<file path="src/rtl/ram_pkg.sv">
// ram_pkg: shared widths and FSM state encoding for the RAM writer.
//   ADDR_WIDTH  default address width (depth = 2**ADDR_WIDTH)
//   DATA_WIDTH  default data word width
//   wr_state_t  writer FSM states
package ram_pkg;
   localparam int ADDR_WIDTH = 2;
   localparam int DATA_WIDTH = 4;
   typedef enum logic [1:0] {IDLE, BURST, CLEAR} wr_state_t;
endpackage

</file>
<file path="src/rtl/ram_core.sv">
// ram_core: register-array storage with one write port and one combinational read port.
//   clk, rst_n  clock, async active-low reset (zeroes every entry)
//   we          write enable; waddr/wdata written at the rising edge
//   raddr       read address; rdata shows the pre-edge contents (read-before-write)
module ram_core #(
   parameter int ADDR_WIDTH = ram_pkg::ADDR_WIDTH,
   parameter int DATA_WIDTH = ram_pkg::DATA_WIDTH
) (
   input  logic                  clk,
   input  logic                  rst_n,
   input  logic                  we,
   input  logic [ADDR_WIDTH-1:0] waddr,
   input  logic [DATA_WIDTH-1:0] wdata,
   input  logic [ADDR_WIDTH-1:0] raddr,
   output logic [DATA_WIDTH-1:0] rdata
);
   localparam int DEPTH = 2**ADDR_WIDTH;
   logic [DATA_WIDTH-1:0] mem_q [DEPTH];
   logic [DATA_WIDTH-1:0] mem_d [DEPTH];
   always_comb begin
      mem_d = mem_q;
      if (we) mem_d[waddr] = wdata;
   end
   always_ff @(posedge clk or negedge rst_n) begin
      if (!rst_n) begin
         for (int i = 0; i < DEPTH; i++) mem_q[i] <= '0;
      end else begin
         mem_q <= mem_d;
      end
   end
   assign rdata = mem_q[raddr];
endmodule

</file>
<file path="src/rtl/ram_writer.sv">
// ram_writer: write controller with single writes, wrapping bursts and a full-memory clear.
//   clk, rst_n              clock, async active-low reset
//   wr_valid/wr_ready       write handshake; wr_addr used outside bursts, wr_data always
//   burst_start/base/len    start a burst at base for len words (len 0 means full depth)
//   clear                   zero the whole memory, one entry per cycle
//   rd_addr/rd_data         combinational read port
//   busy                    high while bursting or clearing
//   written/all_written     per-entry written flags and their AND
module ram_writer #(
   parameter int ADDR_WIDTH = ram_pkg::ADDR_WIDTH,
   parameter int DATA_WIDTH = ram_pkg::DATA_WIDTH
) (
   input  logic                    clk,
   input  logic                    rst_n,
   input  logic                    wr_valid,
   output logic                    wr_ready,
   input  logic [ADDR_WIDTH-1:0]   wr_addr,
   input  logic [DATA_WIDTH-1:0]   wr_data,
   input  logic                    burst_start,
   input  logic [ADDR_WIDTH-1:0]   burst_base,
   input  logic [ADDR_WIDTH:0]     burst_len,
   input  logic                    clear,
   input  logic [ADDR_WIDTH-1:0]   rd_addr,
   output logic [DATA_WIDTH-1:0]   rd_data,
   output logic                    busy,
   output logic [2**ADDR_WIDTH-1:0] written,
   output logic                    all_written
);
   import ram_pkg::*;
   localparam int DEPTH = 2**ADDR_WIDTH;
   wr_state_t state_q, state_d;
   logic [ADDR_WIDTH-1:0] ptr_q, ptr_d, cnt_q, cnt_d, waddr;
   logic [ADDR_WIDTH:0]   rem_q, rem_d;
   logic [DEPTH-1:0]      written_q, written_d;
   logic [DATA_WIDTH-1:0] wdata;
   logic                  we;
   always_comb begin
      state_d   = state_q;
      ptr_d     = ptr_q;
      rem_d     = rem_q;
      cnt_d     = cnt_q;
      written_d = written_q;
      wr_ready  = 1'b0;
      we        = 1'b0;
      waddr     = wr_addr;
      wdata     = wr_data;
      case (state_q)
         IDLE: begin
            // clear and burst_start both steal the cycle from a pending write
            wr_ready = !clear && !burst_start;
            we       = wr_valid && wr_ready;
            if (clear) begin
               state_d   = CLEAR;
               written_d = '0;
            end else if (burst_start) begin
               state_d = BURST;
               ptr_d   = burst_base;
               rem_d   = (burst_len == '0) ? (ADDR_WIDTH+1)'(DEPTH) : burst_len;
            end
         end
         BURST: begin
            wr_ready = !clear;
            we       = wr_valid && wr_ready;
            waddr    = ptr_q;
            if (clear) begin
               state_d   = CLEAR;
               written_d = '0;
            end else if (we) begin
               ptr_d = ptr_q + ADDR_WIDTH'(1);
               rem_d = rem_q - (ADDR_WIDTH+1)'(1);
               if (rem_q == (ADDR_WIDTH+1)'(1)) state_d = IDLE;
            end
         end
         CLEAR: begin
            we    = 1'b1;
            waddr = cnt_q;
            wdata = '0;
            // counter wraps back to 0 on the last entry, ready for the next clear
            cnt_d = cnt_q + ADDR_WIDTH'(1);
            if (&cnt_q) state_d = IDLE;
         end
         default: state_d = IDLE;
      endcase
      if (we && state_q != CLEAR) written_d[waddr] = 1'b1;
   end
   always_ff @(posedge clk or negedge rst_n) begin
      if (!rst_n) begin
         state_q   <= IDLE;
         ptr_q     <= '0;
         rem_q     <= '0;
         cnt_q     <= '0;
         written_q <= '0;
      end else begin
         state_q   <= state_d;
         ptr_q     <= ptr_d;
         rem_q     <= rem_d;
         cnt_q     <= cnt_d;
         written_q <= written_d;
      end
   end
   ram_core #(.ADDR_WIDTH(ADDR_WIDTH), .DATA_WIDTH(DATA_WIDTH)) u_core (
      .clk   (clk),
      .rst_n (rst_n),
      .we    (we),
      .waddr (waddr),
      .wdata (wdata),
      .raddr (rd_addr),
      .rdata (rd_data)
   );
   assign busy        = (state_q != IDLE);
   assign written     = written_q;
   assign all_written = &written_q;
endmodule

</file>
<file path="config.mk">
export PLATFORM = sky130hd
export DESIGN_NAME = ram_writer
export DESIGN_NICKNAME = d
export VERILOG_FILES = /design/src/rtl/ram_pkg.sv /design/src/rtl/ram_core.sv /design/src/rtl/ram_writer.sv
export SDC_FILE = /design/constraint.sdc
export NUM_CORES = 1
export LEC_CHECK = 0
export ABC_AREA = 1
export BUFFER_PORTS_ARGS = -buffer_cell sky130_fd_sc_hd__buf_2
export CAP_MARGIN = 20
export CORE_MARGIN = 2
export CORE_UTILIZATION = 49
export DETAILED_ROUTE_END_ITERATION = 10
export GPL_ROUTABILITY_DRIVEN = 0
export GPL_TIMING_DRIVEN = 1
export PLACE_DENSITY = 0.7
export SETUP_SLACK_MARGIN = 0.4
export SYNTH_ARGS = -nofsm -noshare
export SYNTH_HDL_FRONTEND = slang
export SYNTH_SLANG_ARGS = --single-unit
</file>
<file path="constraint.sdc">
create_clock -name clk -period 2.7 [get_ports clk]
set_input_delay 0.135 -clock clk [delete_from_list [all_inputs] [get_ports clk]]
set_output_delay 0.135 -clock clk [all_outputs]
set_load 0.02 [all_outputs]
</file>
### Word-level counts from Yosys, hierarchy flattened

Index checks and enable logic that the tools add are counted.

| storage, ports and cells | value |
|---|---|
| flip-flop bits (word level) | 29 |
| bits in latches | 0 |
| RAM bits | 0 |
| bits in read-only memories | 0 |
| bits of input ports | 18 |
| output and inout port bits | 11 |
| logic and storage cells | 82 |
| memories kept | 0 |

| cells by class | value |
|---|---|
| add/sub/neg operators | 3 |
| $mul | 0 |
| div/mod/pow operators | 0 |
| order comparisons | 5 |
| eq/ne operators | 12 |
| shifts and indexed selects | 0 |
| muxes and demuxes | 33 |
| bitwise logic cells | 3 |
| reduce and logical (&&, ||, !) cells | 17 |

Operators by type and width:

| cell | number |
|---|---|
| $mux 4 | 7 |
| $mux 2 | 10 |
| $bwmux 16 | 1 |
| $mux 3 | 5 |
| $ne 2x2->1 const B | 6 |
| $ne 3x3->1 const B | 3 |
| $bmux 4 s2 | 1 |
| $demux 4 s2 | 1 |
| $pmux 2 s2 | 2 |
| $reduce_and 4->1 | 2 |
| $ge 3x3->1 const B | 2 |
| $logic_and 1x1->1 | 6 |
| $not 2->3 | 2 |
| $pmux 2 s3 | 1 |
| $pmux 3 s2 | 1 |
| $reduce_and 5->1 | 1 |
| $add 2x1->2 const B | 2 |
| $or 4x4->4 | 1 |
| $reduce_bool 2->1 | 2 |
| $eq 3x1->1 const B | 1 |
| $logic_not 3->1 | 1 |
| $lt 2x3->1 const B | 1 |
| $lt 3x1->1 const B | 1 |
| $pmux 1 s3 | 1 |
| 11 further kinds | 12 |

### Longest topological paths before layout

Gate-level depths: netlist (run 1).

| depth | value |
|---|---|
| depth after elaboration | 8 |
| mapped depth | 12 |
| mapped depth without buffers | 11 |

### Cells and area by module

From an unflattened synthesis (run 1), not the netlist that was laid out.

| second synthesis, totals | value |
|---|---|
| cells, all modules | 250 |
| area, all modules | 1801.7 um2 |

Modules (own cells, without submodules):

| module | instances | cells an instance | area an instance (um2) | sequential area each (um2) |
|---|---|---|---|---|
| ram_writer | 1 | 131 | 922.1 | 325.3 |
| ram_core | 1 | 119 | 879.6 | 400.4 |

### Worst setup path after synthesis (run 1)

OpenSTA, ideal clock, no wires.

| timing path | value |
|---|---|
| path kind | flip-flop to flip-flop |
| start | register state_q[1] |
| end | register state_q[1] |
| library setup time | 126 ps |
| arrival | 1457 ps |
| required time | 2574 ps |
| slack | 1116 ps |
| stages on the path, launching flop included | 8 |
| buffers on the path | 0 |
| clock period less this slack | 1584 ps |
| cells stage by stage | dfrtp_1 inv_1 ha_1 inv_2 a21oi_1 nand2_1 nand2_1 o21ai_0 |

| on the way | value |
|---|---|
| cells in the longest elaborated chain, start to end | 3 |
| elaborated cells between the ends (all ways) | 9 |
| classes of those cells | 6 x eq/ne; 1 x mux; 2 x reduce/logical |

RTL lines:

| what | line | source |
|---|---|---|
| from (decl) | ram_writer.sv:31 | `wr_state_t state_q, state_d;` |
| from (signal assigned) | ram_writer.sv:94 | `state_q <= state_d;` |
| $eq 2x1->1 (tied with other cells) | ram_writer.sv:47 | `case (state_q)` |
| $ne 3x3->1 (no source line) / $ne 2x2->1 (equally long branches) | -- |  |
| $reduce_and 4->1 (no source line) | -- |  |

Parallel ways exist; a longest one is shown, timed or not.
A chain may end at the register's enable or synchronous reset.

### Worst setup path in the final report (run 1)

| timing path | value |
|---|---|
| start | register state_q[0] |
| end | register u_core.mem_q[5] in the netlist's numbering |

| on the way | value |
|---|---|
| cells in the longest elaborated chain, start to end | 8 |
| elaborated cells between the ends (all ways) | 13 |
| classes of those cells | 2 x order compare; 2 x eq/ne; 6 x mux; 1 x bitwise; 2 x reduce/logical |

RTL lines:

| what | line | source |
|---|---|---|
| $eq 2x2->1 / $eq 2x1->1 (equally long branches) | ram_writer.sv:47 |  |
| $pmux 2 s2 | ram_writer.sv:47 |  |
| $not 2->3 (implied by the code) | ram_core.sv:22 | `if (we) mem_d[waddr] = wdata;` |
| $ge 3x3->1 (implied by the code) / $lt 3x1->1 (equally long branches) | ram_core.sv:22 |  |
| $logic_and 1x1->1 (implied by the code) | ram_core.sv:22 |  |
| $mux 4 (implied by the code) | ram_core.sv:22 |  |
| $demux 4 s2 | ram_core.sv:22 |  |
| $bwmux 16 | ram_core.sv:22 |  |
| to (signal assigned) | ram_core.sv:28 | `mem_q <= mem_d;` |
| to (decl) | ram_core.sv:18 | `logic [DATA_WIDTH-1:0] mem_q [DEPTH];` |

Parallel ways exist; a longest one is shown, timed or not.

==> results of run 1 <==
-- per-layer routing --
| layer | vias up | GRT usage | routed length (um) |
|---|---|---|---|
| met2 | 21 | 0.282 | 1390 |
| met1 | 622 | 0.288 | 1850 |
| li1 | 756 | - | - |
| met3 | 5 | 0.0486 | 115 |
| met4 | 0 | 0.0833 | 61 |
| met5 | - | 0 | 0 |
-- cell families after synthesis --
kind of cell               synth area share
AOI/OAI and AO/OA                     0.110
xor gates and xnor gates             0.0104
adders and majority gates            0.0522
buffers and inverters                0.0738
DFF                                   0.432
and+or+nand+nor                       0.321
-- how the worst min path moves through the flow --
| stage | endpoint | slack [ps] | depth (start not counted) |
|---|---|---|---|
| floorplan | cnt_q[0] | -160 | 0 |
| global placement | rem_q[0] | 200 | 1 |
| detailed placement | rem_q[0] | 190 | 1 |
| CTS | ptr_q[0] | 110 | 4 |
| global route | ptr_q[0] | 140 | 4 |
| finish | ptr_q[0] | 120 | 4 |
-- cell type report --
cell class / count / share of cell area
multi-input combinational: 161 / 0.433
sequential: 29 / 0.379
timing repair buffer: 29 / 0.0784
inverter: 27 / 0.0529
tap: 46 / 0.0300
clock buffer: 6 / 0.0216
clock inverter: 2 / 0.00523
-- sequential cells by signal, summed over array words and instances, names as in the netlist --
signal / count
u_core.mem_q: 16
written: 4
rem_q: 3
cnt_q: 2
ptr_q: 2
state_q: 2
-- worst reg2reg max path, stage by stage, from the launching register on --
cell and delay [ps]:
dfrtp_1 420, inv_1 100, ha_1 330, inv_1 180, a21oi_4 380, nand2_1 180
nand2_1 90, nand2_1 50
-- synth_stat cells --
cell type / count / area share
nand2_1: 73 / 0.16
o22ai_1: 6 / 0.022
xor2_1: 1 / 0.0052
a21oi_4: 1 / 0.0097
or2_2: 2 / 0.0075
xnor2_1: 1 / 0.0052
inv_2: 2 / 0.0045
o21a_1: 1 / 0.0045
or2_1: 1 / 0.0037
nand2_4: 3 / 0.020
o21ai_0: 21 / 0.063
a21oi_1: 1 / 0.0030
o211ai_1: 1 / 0.0045
nand4_1: 2 / 0.0075
inv_1: 25 / 0.056
a31oi_1: 1 / 0.0037
nand2_2: 6 / 0.022
clkbuf_1: 1 / 0.0022
nor2_1: 18 / 0.040
nor2_2: 1 / 0.0037
buf_4: 1 / 0.0045
ha_1: 7 / 0.052
nor3_1: 1 / 0.0030
nand3_1: 10 / 0.030
dfrtp_1: 29 / 0.43
buf_6: 1 / 0.0067
nor2_4: 3 / 0.020
-- power groups by stage --
stage | logic, mW | clock network [mW] | registers, mW
floorplan | 0.863 | 0 | 0.734
global placement | 1.07 | 0 | 0.744
detailed placement | 1.09 | 0 | 0.749
CTS | 1.09 | 0.261 | 0.740
global route | 1.25 | 0.282 | 0.762
finish | 1.09 | 0.255 | 0.739
-- stage by stage --
step           setup WS, ps  hold WS (ps)  power, mW  utilization
2_1_floorplan          1120          -161       1.60            -
5_1_grt                 629           139       2.29        0.579
6_report                857           116       2.08        0.579
3_5_place_dp            885           194       1.84        0.560
4_1_cts                 856           114       2.09        0.579
3_3_place_gp            918           196       1.82        0.560
==> flow_summary.toml, run 1 <==
[logic_synthesis]
synthesis.nets = 245
ys_ff_latch = 29
netlist_instances = 220
synth_warnings = 0
avgSynthCellArea_sq_um = 7.63
yosysUniqueCellTypes = 27
synth-seq-area-share = 0.432
syn_area_sq_um = 1680

[global_route]
antenna_found_initial = 0
grt_use_total = 0.198
globalRouteOverflowTotal = 0
grt_pass1_vias = 1314
grt_max_degree = 30
grt_pass1_wl_mm = 5.98

[setup_path]
critPathCapture = "u_core.mem_q[5]"
cp-startpoint = "state_q[0]"
reg2reg_depth = 7
crit_family = "flip-flops"
crit_chain = "inv_1 -> ha_1 -> inv_1 -> a21oi_4 -> nand2_1 -> nand2_1 -> nand2_1"
crit_required_ps = 2920
r2r_end = "u_core.mem_q[5]"
cpPeakStageDelay_ps = 420
cp.depth = 7
cp-end-kind = "flop"
crit_fanout = 12
arrival_ps = 2070
r2r-start = "state_q[0]"
r2r_slack_ps = 860
path_class = "flop to flop"
cp_slowest_cell = "dfrtp_1"
path_common_cell = "nand2_1"
crit_path_start_kind = "flop"
critical_path_buf_inv_count = 2

[cts]
cts_repair_resize_count = 0
holdBufCountCts = 1
clock_latency_ps = 330
cts_tree = "built"
cts_setup_buffers = 0
root_buffer = "clkbuf_4"
htree_levels = 2
numCtsBuffers = 5
clock_path_buffers = 2
numClockSinks = 29
path_clk_slew_ps = 100

[power_and_ir_drop]
switching_share = 0.477
power_frac_clock = 0.122
p_leak_nw = 1.06
irDropWorstVdd_mv = 0.790
p_int_mw = 1.09
p_per_area_nw_per_um2 = 1090
combPwrFrac = 0.522
p_switching_uw = 992
seqPwrFrac = 0.355

[cells_and_area]
antenna_cells = 0
drive_gt1_frac = 0.209
multi_input_area_sq_um = 830
synthToLayoutAreaGrowth_pct = 14.1
seqCellArea_sq_um = 726
fin_area_sq_um = 1920
layout_commonest_cell = "nand2_1"
layout_common_cells = "73 x nand2_1, 29 x dfrtp_1, 28 x buf_2"
nets = 278
fill_cells = 328
final_cells = 300

[drt]
drt-total-wl_mm = 3.41
post-route-drc-count = 0
drt_iter0_drc = 113
vias = 1404
wl_per_cell_um = 11.4
viasPerCell = 4.68
postRouteAntennaNets = 0
drtPass1Iterations = 4

[floorplan]
die_area_sq_um = 3910
num_rows = 21
io_pins = 29
core_sq_um = 3310
die-height_um = 62.5
start_util = 0.507
fp.dieW_um = 62.5

[worst_hold_path]
hold_path.startpoint = "burst_base[0]"
hold_path.class = "primary input to flop"

[run_status]
status = "finished, final reports clean"

[timing]
fin_crit_sh = 0.683
slew_headroom = 0.579
grt_setup_unrepaired = "no"
slew_violations = 0
fmax_mhz = 543
fin_crit_ps = 1840
setup_viol = 0
hold_viol = 0
worst_slew_pin_slew_ps = 632
clock_skew_ps = 8.44
setup-tns-final_ps = 0

[place]
dpl_cell_area_sq_um = 1850
port_buffers = 28
dp_cells = 291
dpl.hpwl_mm = 2.66

[job]
maxCapViolCount = 0
No activity file was read; power rests on OpenSTA's default activity.
==> inputs of run 2 (changes only) <==
--- a/config.mk
+++ b/config.mk
@@ -5,7 +5,7 @@
 export SDC_FILE = /design/constraint.sdc
 export NUM_CORES = 1
 export LEC_CHECK = 0
-export ABC_AREA = 1
+export ABC_AREA = 0
 export BUFFER_PORTS_ARGS = -buffer_cell sky130_fd_sc_hd__buf_2
 export CAP_MARGIN = 20
 export CORE_MARGIN = 2
@@ -13,7 +13,7 @@
 export DETAILED_ROUTE_END_ITERATION = 10
 export GPL_ROUTABILITY_DRIVEN = 0
 export GPL_TIMING_DRIVEN = 1
-export PLACE_DENSITY = 0.7
+export PLACE_DENSITY = 0.73
 export SETUP_SLACK_MARGIN = 0.4
 export SYNTH_ARGS = -nofsm -noshare
 export SYNTH_HDL_FRONTEND = slang
==> constraint.sdc (replaced) <==
create_clock -name clk -period 1.5 [get_ports clk]
set_input_delay 0.075 -clock clk [delete_from_list [all_inputs] [get_ports clk]]
set_output_delay 0.075 -clock clk [all_outputs]
set_load 0.02 [all_outputs]
==> flow_summary.toml, run 2 <==
[setup_path]
r2r-start = "state_q[1]"
crit_path_start_kind = "flop"
path_class = "flop to flop"
reg2reg_depth = 7
crit_required_ps = 1720
cp-end-kind = "flop"
r2r_slack_ps = -430
critical_path_buf_inv_count = 2
cpPeakStageDelay_ps = 430
crit_chain = "buf_4 -> ha_4 -> a22oi_2 -> a21oi_4 -> a211oi_4 -> buf_6 -> mux2_4"
crit_fanout = 4
cp_slowest_cell = "dfrtp_1"
r2r_end = "u_core.mem_q[13]"
crit_family = "compound AO/OA/AOI/OAI gates"
arrival_ps = 2160
cp.depth = 7

[floorplan]
die-height_um = 62.1
core_sq_um = 3280
die_area_sq_um = 3850
io_pins = 29
num_rows = 21
start_util = 0.503
fp.dieW_um = 62.1

[place]
port_buffers = 28
dpl_cell_area_sq_um = 2040
dp_slack_ps = -468
dp_cells = 221
dpl.hpwl_mm = 2.67

[drt]
drt-total-wl_mm = 4.47
drtPass1Iterations = 4
drt_iter0_drc = 74
viasPerCell = 5.47
vias = 1346
post-route-drc-count = 0
wl_per_cell_um = 18.2
postRouteAntennaNets = 0

[logic_synthesis]
yosysTopAreaCell = "dfrtp_1"
netlist_instances = 130
synth_top_family_by_area = "multiplexers"
synth_warnings = 0
synth_top_area_share = 0.439
yosysMostFrequentCell = "dfrtp_1"
yosysUniqueCellTypes = 40
avgSynthCellArea_sq_um = 12.7
synth.mux.area_fraction = 0.182
synth_area_leaders = "dfrtp_1 44%, mux2_2 12%, mux4_2 5.5%"
synth-compound-area-share = 0.167
synth_ff_type = "dfrtp_1"
netlist_top_cells_count = "29 x dfrtp_1, 17 x mux2_2, 9 x nor2_1"
synth_simple_gate_area_frac = 0.124
synth_fa_ha_area_frac = 0.0530
syn_area_sq_um = 1650
synth_xor_area_frac = 0.00530
synth_edf_count = 0
synth-seq-area-share = 0.439
ys_ff_latch = 29
async_flop_share = 1.00
synthesis.nets = 155

[timing]
clock_skew_ps = 9.80
slew_violations = 0
grt_setup_unrepaired = "yes"
setup-tns-final_ps = -9850
hold_viol = 0
fmax_mhz = 518
fin_crit_ps = 1930
worst_slew_pin_slew_ps = 672
setup_viol = 28
worst_hold_slack_ps = 35.9
fin_crit_sh = 1.29
setup_slack_ps = -432
slew_headroom = 0.552

[cts]
clock_latency_ps = 340
cts_tree = "built"
numClockSinks = 29
htree_levels = 2
numCtsBuffers = 5
root_buffer = "clkbuf_4"
path_clk_slew_ps = 100
clock_path_buffers = 2

[global_route]
grt_use_total = 0.243
grt_pass1_wl_mm = 6.51
grt_max_degree = 30
globalRouteOverflowTotal = 0
antenna_found_initial = 0
grt_pass1_vias = 1384

[cells_and_area]
final_util = 0.765
final_cells = 246
drive_gt1_frac = 0.645
fin_area_sq_um = 2510
nets = 224
multi_input_area_sq_um = 1100
largest_register_ff_count = 16
layout_common_cells = "29 x dfrtp_1, 22 x buf_6, 22 x buf_4"
max_flop_register = "u_core.mem_q"
synthToLayoutAreaGrowth_pct = 52.1
fill_cells = 214
antenna_cells = 0
layout_commonest_cell = "dfrtp_1"
seqCellArea_sq_um = 726

[worst_hold_path]
hold_path.startpoint = "burst_len[0]"
hold_end = "rem_q[0]"
hold_path_depth = 3
hold_path.class = "primary input to flop"

[power_and_ir_drop]
finalPower_mw = 5.95
p_leak_nw = 1.13
irDropWorstVdd_mv = 1.16
p_per_area_nw_per_um2 = 2370

[run_status]
violations = "negative setup slack"
status = "complete, but fails checks"

[job]
maxCapViolCount = 0
run 2: worst max path at each step:
stage                     from               end  slack [ps]
global route        state_q[1]   u_core.mem_q[6]        -500
CTS                 state_q[0]   u_core.mem_q[9]        -380
floorplan           state_q[0]  u_core.mem_q[12]        -300
global placement    state_q[0]   u_core.mem_q[3]        -420
detailed placement  state_q[0]  u_core.mem_q[11]        -470
finish              state_q[1]  u_core.mem_q[13]        -430
run 2: power by group:
| group | total (mW) | leakage, nW | switching, mW | internal [mW] |
|---|---|---|---|---|
| sequential | 1.39 | 0.361 | 0.245 | 1.15 |
| combinational | 3.87 | 0.719 | 1.77 | 2.10 |
| clock | 0.689 | 0.0455 | 0.291 | 0.398 |
run 2: worst min-delay path, cell delays in order:
cell and delay (ps):
buf_2 90, o211ai_1 80, o21ai_1 90
run 2: kinds of logic after synthesis:
group | count (synthesis)
AO/OA/AOI/OAI | 29
XOR/XNOR | 1
adder cells (fa/ha/maj) | 7
buffers and inverters | 9
flip-flops | 29
multiplexers | 23
AND/OR/NAND/NOR | 32
run 2: cell type report:
type | count | share of cell area
clock buffer | 7 | 0.0219
clock inverter | 1 | 0.0119
inverter | 7 | 0.0114
multi-input combinational | 92 | 0.437
sequential | 29 | 0.289
tap | 46 | 0.0229
timing repair buffer | 64 | 0.206
run 2: per-layer routing:
metal  global-route usage  up-vias  wire, um
met4               0.0790        0        67
met3               0.0683        8       188
met1                0.291      685      1850
met5                    0        -         0
li1                     -      616         -
met2                0.420       37      2360
run 2: timing repair:
item | CTS | global route
gates cloned | 0 | 0
endpoints found under the setup margin | 36 | 38
endpoints found under the hold margin | 29 | 0
hold buffers | 1 | 0
setup buffers | 11 | 5
gates resized for setup | 55 | 14
pin swaps | 17 | 10
==> inputs of run 3 (changes only) <==
--- a/config.mk
+++ b/config.mk
@@ -8,7 +8,6 @@
 export ABC_AREA = 0
 export BUFFER_PORTS_ARGS = -buffer_cell sky130_fd_sc_hd__buf_2
 export CAP_MARGIN = 20
-export CORE_MARGIN = 2
 export CORE_UTILIZATION = 49
 export DETAILED_ROUTE_END_ITERATION = 10
 export GPL_ROUTABILITY_DRIVEN = 0
==> flow_summary.toml, run 3 (synthesis gave the netlist of run 2 again) <==
[cells_and_area]
max_flop_register = "u_core.mem_q"
fill_cells = 157
layout_commonest_cell = "dfrtp_1"
nets = 232
final_util = 0.834
layout_common_cells = "29 x dfrtp_1, 27 x buf_4, 25 x buf_6"
drive_gt1_frac = 0.663
antenna_cells = 0
synthToLayoutAreaGrowth_pct = 57.9
largest_register_ff_count = 16

[job]
maxCapViolCount = 0

[cts]
numClockSinks = 29
cts_tree = "built"
numCtsBuffers = 5
clock_latency_ps = 340
htree_levels = 2
root_buffer = "clkbuf_4"
path_clk_slew_ps = 110
clock_path_buffers = 2

[floorplan]
io_pins = 29
core_sq_um = 3130
die_area_sq_um = 3610
die-height_um = 60.1
num_rows = 20
start_util = 0.528
fp.dieW_um = 60.1

[power_and_ir_drop]
p_int_mw = 3.80
combPwrFrac = 0.662
p_per_area_nw_per_um2 = 2380
switching_share = 0.388
seqPwrFrac = 0.226
p_leak_nw = 1.17
irDropWorstVdd_mv = 1.73
finalPower_mw = 6.21
power_frac_clock = 0.112
p_switching_mw = 2.41

[run_status]
status = "complete, but fails checks"
violations = "negative setup slack"

[setup_path]
cp-startpoint = "state_q[1]"
path_common_cell = "buf_4"
r2r-start = "state_q[1]"
crit_chain = "inv_2 -> ha_4 -> buf_4 -> o21ai_4 -> buf_12 -> a211oi_4 -> buf_4 -> mux2_2"
crit_path_start_kind = "flop"
crit_required_ps = 1720
path_class = "flop to flop"
r2r_end = "u_core.mem_q[6]"
crit_family = "buffers and inverters"
cp.depth = 8
cp-end-kind = "flop"
arrival_ps = 2170
reg2reg_depth = 8
critical_path_buf_inv_count = 4
cpPeakStageDelay_ps = 430
r2r_slack_ps = -450
crit_fanout = 7
critPathCapture = "u_core.mem_q[6]"
cp_slowest_cell = "dfrtp_1"

[timing]
hold_viol = 0
slew_headroom = 0.579
clock_skew_ps = 19.9
slew_violations = 0
fmax_mhz = 514
setup_viol = 28
grt_setup_unrepaired = "yes"
fin_crit_ps = 1950
setup_slack_ps = -447
setup-tns-final_ps = -9800
fin_crit_sh = 1.30
worst_slew_pin_slew_ps = 632

[place]
dp_slack_ps = -438
dpl.hpwl_mm = 2.74
port_buffers = 28

[drt]
postRouteAntennaNets = 0
drtPass1Iterations = 4
viasPerCell = 5.43
drt-total-wl_mm = 4.41
post-route-drc-count = 0
wl_per_cell_um = 17.5
drt_iter0_drc = 74
vias = 1368

[global_route]
globalRouteOverflowTotal = 0
grt_pass1_wl_mm = 6.93
grt_pass1_vias = 1402
grt_use_total = 0.277
antenna_found_initial = 0
grt_max_degree = 30

[worst_hold_path]
hold_path.class = "primary input to flop"
-- run 3: cell types whose count changed in the layout (fill, tap and decap cells not counted), moves of 2 or more --
cell / change
buf_4: +5
buf_6: +3
mux2_2: +2
mux2_4: -2
nor3_2: -3
nor3_4: +2
-- run 3: worst min-delay path by stage --
stage | end | from | slack (ps) | depth (start not counted)
after floorplan | cnt_q[0] | rst_n | -220 | 0
after CTS | rem_q[0] | burst_len[0] | 4 | 3
after global placement | rem_q[2] | rst_n | 130 | 1
final | rem_q[0] | burst_len[0] | 10 | 3
after detailed placement | rem_q[2] | rst_n | 130 | 1
after global routing | rem_q[0] | burst_len[0] | 30 | 3
-- run 3: per-layer routing --
layer	global-route usage	vias to the layer above	share of wire
li1	-	629	-
met1	0.346	695	0.42
met4	0.120	0	0.017
met3	0.0584	8	0.039
met5	0	-	0
met2	0.463	36	0.53
-- run 3: timing repair --
| item | CTS | global route |
|---|---|---|
| hold buffers | 1 | 0 |
| buffers inserted | 15 | 6 |
| pin swaps | 17 | 9 |
| endpoints found under the hold margin | 29 | 0 |
| endpoints found under the setup margin | 36 | 39 |
| gates resized for setup | 57 | 18 |
-- run 3: final cells by class --
class | instances | area [sq um] | area share
Sequential cell | 29 | 726 | 0.278
Multi-Input combinational cell | 92 | 1110 | 0.426
Tap cell | 44 | 55.1 | 0.0211
Timing Repair Buffer | 72 | 604 | 0.232
Clock inverter | 1 | 30.0 | 0.0115
Clock buffer | 7 | 55.1 | 0.0211
Inverter | 7 | 28.8 | 0.0110
-- run 3: power by group through the flow --
stage / sequential [mW] / combinational (mW) / clock [mW]
floorplan: 1.39 / 1.91 / 0
global placement: 1.38 / 2.70 / 0
detailed placement: 1.38 / 2.81 / 0
CTS: 1.39 / 3.72 / 0.689
global route: 1.43 / 4.34 / 0.744
finish: 1.40 / 4.11 / 0.698
-- run 3: through the flow --
| step | hold slack, ps | cell area, sq um | instances |
|---|---|---|---|
| 3_5_place_dp | 135 | 2060 | 222 |
| 5_1_grt | 28.0 | 2610 | 252 |
| 2_1_floorplan | -221 | 1720 | 130 |
| 4_1_cts | 3.62 | 2490 | 246 |
| 3_3_place_gp | 128 | 2060 | 222 |
| 6_report | 12.9 | 2610 | 252 |
-- run 3: worst min-delay path, cell delays in order --
cell	delay [ps]
buf_2	100
o211ai_1	80
o21ai_1	70
